==> src/rtl/sobel_frame_loader.sv <==
// Streams one raster-ordered frame into the Sobel core's frame buffer, then
// launches the core and reports completion with a one-cycle ap_done pulse.
module sobel_frame_loader #(
  parameter int X_BITS = 9,
  parameter int Y_BITS = 9
) (
  input  logic                     ap_clk,
  input  logic                     ap_rst,
  input  logic                     ap_start,
  output logic                     ap_idle,
  output logic                     ap_done,
  input  logic [7:0]               s_tdata,
  input  logic                     s_tvalid,
  output logic                     s_tready,
  input  logic                     s_tlast,
  output logic [X_BITS+Y_BITS-1:0] indata_address0,
  output logic                     indata_ce0,
  output logic                     indata_we0,
  output logic [7:0]               indata_d0,
  output logic                     core_start,
  input  logic                     core_done,
  output logic                     err_tlast
);

  typedef enum logic [1:0] {
    IDLE = 2'd0,
    LOAD = 2'd1,
    RUN  = 2'd2,
    DONE = 2'd3
  } state_t;

  state_t            state_r;
  state_t            state_nxt_s;
  logic [X_BITS-1:0] col_r;
  logic [Y_BITS-1:0] row_r;
  logic              err_r;
  logic              accept_s;
  logic              col_max_s;
  logic              row_max_s;
  logic              frame_start_s;

  assign accept_s      = s_tvalid & (state_r == LOAD);
  assign col_max_s     = (col_r == {X_BITS{1'b1}});
  assign row_max_s     = (row_r == {Y_BITS{1'b1}});
  assign frame_start_s = (state_r == IDLE) & ap_start;

  // State register; reset abandons any frame in flight.
  always_ff @(posedge ap_clk or posedge ap_rst) begin
    if (ap_rst) begin
      state_r <= IDLE;
    end else begin
      state_r <= state_nxt_s;
    end
  end

  // Next-state decode; the last pixel of the frame hands control to the core.
  always_comb begin
    state_nxt_s = state_r;
    case (state_r)
      IDLE: begin
        if (ap_start) begin
          state_nxt_s = LOAD;
        end else begin
          state_nxt_s = IDLE;
        end
      end
      LOAD: begin
        if (accept_s && col_max_s && row_max_s) begin
          state_nxt_s = RUN;
        end else begin
          state_nxt_s = LOAD;
        end
      end
      RUN: begin
        if (core_done) begin
          state_nxt_s = DONE;
        end else begin
          state_nxt_s = RUN;
        end
      end
      DONE:    state_nxt_s = IDLE;
      default: state_nxt_s = IDLE;
    endcase
  end

  // Raster position and sticky line-length error; wrap of col carries into row.
  always_ff @(posedge ap_clk or posedge ap_rst) begin
    if (ap_rst) begin
      col_r <= {X_BITS{1'b0}};
      row_r <= {Y_BITS{1'b0}};
      err_r <= 1'b0;
    end else if (frame_start_s) begin
      col_r <= {X_BITS{1'b0}};
      row_r <= {Y_BITS{1'b0}};
      err_r <= 1'b0;
    end else if (accept_s) begin
      col_r <= col_r + X_BITS'(1);
      if (col_max_s) begin
        row_r <= row_r + Y_BITS'(1);
      end
      if (s_tlast != col_max_s) begin
        err_r <= 1'b1;
      end
    end
  end

  // Frame-buffer write port is a zero-latency pass-through of the accepted beat.
  assign indata_ce0      = accept_s;
  assign indata_we0      = accept_s;
  assign indata_d0       = accept_s ? s_tdata : 8'd0;
  assign indata_address0 = {row_r, col_r};

  assign s_tready   = (state_r == LOAD);
  assign ap_idle    = (state_r == IDLE);
  assign core_start = (state_r == RUN);
  assign ap_done    = (state_r == DONE);
  assign err_tlast  = err_r;

endmodule

==> config.mk <==
export PLATFORM = sky130hd
export DESIGN_NAME = sobel_frame_loader
export DESIGN_NICKNAME = d
export VERILOG_FILES = /design/src/rtl/sobel_frame_loader.sv
export SDC_FILE = /design/constraint.sdc
export NUM_CORES = 1
export LEC_CHECK = 0
export CORE_UTILIZATION = 43
export CTS_CLUSTER_DIAMETER = 200
export DETAILED_ROUTE_END_ITERATION = 10
export PLACE_DENSITY = 0.79
export SLEW_MARGIN = 10
export SYNTH_ARGS = -nofsm -noshare
export SYNTH_HDL_FRONTEND = slang
export SYNTH_SLANG_ARGS = --single-unit
==> constraint.sdc <==
create_clock -name ap_clk -period 2.3 [get_ports ap_clk]
set_input_delay 0.69 -clock ap_clk [delete_from_list [all_inputs] [get_ports ap_clk]]
set_output_delay 0.69 -clock ap_clk [all_outputs]
set_load 0.05 [all_outputs]
==> impl_metrics.toml <==
[cts]
cts-buffers-inserted = 3
clk_pin_slew_ns = 0.12
cts_max_level = 1
insertion_delay_ns = 0.30
ctsRootBufferMaster = "clkbuf_4"
postCtsSetupBuffers = 0
clockBufferDepth = 2
cts_sinks = 21
cts_tree = "built"

[drt]
drc = 0
routed_wl_microns = 3090
post_drt_wl_per_cell_microns = 15.4
drt-met1-wl_microns = 1180
drtPass1Iterations = 4
final_antenna_net_count = 0
vias_per_cell = 5.70
dr_wl_met3_microns = 308
routed.top_layer = "met4"
met2_length_microns = 1550
drt_iter0_drc = 21
vias = 1146

[die]
core_area_sq_um = 2540
die_area_sq_um = 2980
dieHeight_microns = 54.6
chipWidth_microns = 54.6
pin_count = 47
initial_utilization_pct = 46.7
rows = 18

[global_routing]
grt_max_degree = 18
grt_first_pass_wirelength_microns = 4910
first_global_vias = 1096
antenna_found_initial = 0
grt_usage_pct = 23.7
grt-ovfl-total = 0

[placement]
port_buffers = 46
place_inst = 196
routabilityCongestion = 0.768
dp_hpwl_microns = 2380

[power]
p_per_area_nw_per_um2 = 935
power_leakage_nw = 0.976
peakVddDrop_mv = 0.830

[logic_synthesis]
synth_mux_area_share_pct = 5.16
synth_area_sq_um = 1190
synth_xor_area_share_pct = 1.47
synthTopCellsByArea = "dfrtp_1 44%, and2_1 4.7%, ha_1 4.2%"
postSynthAreaPerCell_sq_um = 9.91
async_reset_ff_share_pct = 100
seq_area_frac_synth_pct = 44.2
synthFlopType = "dfrtp_1"
synth_fa_ha_area_share_pct = 4.21
synth_fp_nets = 138
yosys.area.top_type = "dfrtp_1"
synthSimpleGateAreaFrac_pct = 28.1
synth_compound_area_share_pct = 11.5
synth_top_family_by_area = "simple AND/OR/NAND/NOR gates"
synth_cell_types = 32
yosys_warnings = 0
synth_edf_count = 0
synth_seq_cells = 21
synth.top_cell.area_share_pct = 44.2
syn_inst = 120

[timing]
tightest_slew_ns = 0.632
finClkSkew_ns = 0.00684
slew_violations = 0
relSlewSlack_pct = 57.8
finalCriticalPeriod_ns = 2.26
setup_tns_ns = 0
timing.final.crit_share_pct = 98.4
setup_viol = 0
hold_violations = 0
max_clock_freq_mhz = 442
grt_setup_unrepaired = "no"

[final_layout]
final_common_cell = "clkdlybuf4s50_1"
synthToLayoutAreaGrowth_pct = 59.5
final_layout_size_suffix_gt1_share_pct = 23.4
nNetsFinal = 190
diodes = 0
stdcell_count = 201
final_cell_mix = "21 x clkdlybuf4s50_1, 19 x dfrtp_1, 14 x buf_12"

[critical_path]
r2r_slack_ns = 0.26
rr_worst_depth = 7
startpoint_type = "primary input"
rr_endpoint = "row_r[7]$_DFFE_PP0P_"
required_ns = 1.61
worstSetupPathType = "primary input to output port"
timing.rr.start = "col_r[0]$_DFFE_PP0P_"
critPathMaxFanout = 5
worst_ep_arrival_time_ns = 1.57
end_kind = "output port"

[min_path]
hold_path_depth = 1
hold_path_class = "register to register"
holdPathEnd = "col_r[7]$_DFFE_PP0P_"
hp-start = "col_r[7]$_DFFE_PP0P_"

[flow_run]
drv_cap = 0

[run_status]
status = "complete, no violations"
worst max path at each step:
stage,startpoint,to,slack [ns],cells after the start
after floorplan,s_tvalid,indata_d0[0],-0.05,4
after global placement,s_tvalid,indata_ce0,-0.18,4
after detailed placement,s_tvalid,indata_we0,-0.27,4
after CTS,row_r[4]$_DFFE_PP0P_,indata_address0[13],0.005,1
after global routing,row_r[5]$_DFFE_PP0P_,indata_address0[14],0.01,1
final,s_tvalid,indata_d0[3],0.04,4
report_power, final:
group,internal (W),switching (W),total [W]
clock,0.0000677,0.000110,0.000178
combinational,0.000478,0.000620,0.00110
sequential,0.000423,0.0000734,0.000496
repair_timing:
item | in CTS | in global routing
gates cloned | 1 | 0
pin swaps | 1 | 0
endpoints found under the setup margin | 14 | 6
gates resized for setup | 7 | 6
hold buffers | 0 | 0
hold endpoints to repair | 0 | 0
cells in the mapped netlist, drive strengths merged, types with 2 or more instances:
cell	number
nand2	9
buf	4
inv	3
and2	9
ha	4
mux2i	5
o31ai	3
nor2	7
dfrtp	21
nand4	6
a22o	5
or4	3
nand3	5
nor3	2
clkbuf	4
xor2	2
nand4b	2
nand2b	3
or3	3
a21oi	7
o21ai	4
layer usage:
| metal | up-vias | GRT usage [%] |
|---|---|---|
| li1 | 536 | - |
| met1 | 534 | 26.9 |
| met2 | 68 | 41.3 |
| met3 | 8 | 6.11 |
| met4 | 0 | 10.7 |
| met5 | - | 0 |
critical path, cell delays in order:
cell	delay, ns
dlygate4sd2_1	0.27
and3b_2	0.24
and2_2	0.22
buf_12	0.15
state kept, by name, summed over array words and instances (netlist names), named ones only:
| register | count |
|---|---|
| col_r | 9 |
| err_tlast | 1 |
| row_r | 9 |
| state_r | 1 |
layout make-up:
class	count	area, sq um
Multi-Input combinational cell	89	619
Fill cell	183	649
Clock buffer	4	26.3
Sequential cell	21	528
Tap cell	30	37.5
Timing Repair Buffer	54	673
Inverter	3	11.3
cells by family (layout without fill, tap and decap cells):
logic type / after synthesis / in the layout
AND/OR/NAND/NOR: 55 / 56
multiplexers: 6 / 6
flip-flops: 21 / 21
buffers and inverters: 11 / 61
AO/OA/AOI/OAI: 21 / 21
adder cells (fa/ha/maj): 4 / 4
XOR/XNOR: 2 / 2
through the flow:
step	total power [W]	util (%)	hold WS, ns	setup WS, ns	cell area [sq um]
after global routing	0.00187	74.5	0.554	0.0128	1900
final	0.00177	74.5	0.534	0.0357	1900
after floorplan	0.00113	-	0.595	-0.0550	1200
after global placement	0.00158	72.6	0.497	-0.184	1850
after detailed placement	0.00159	72.6	0.520	-0.273	1850
after CTS	0.00178	73.9	0.536	0.00499	1880
Note: power is estimated with default switching activity, not from simulation.
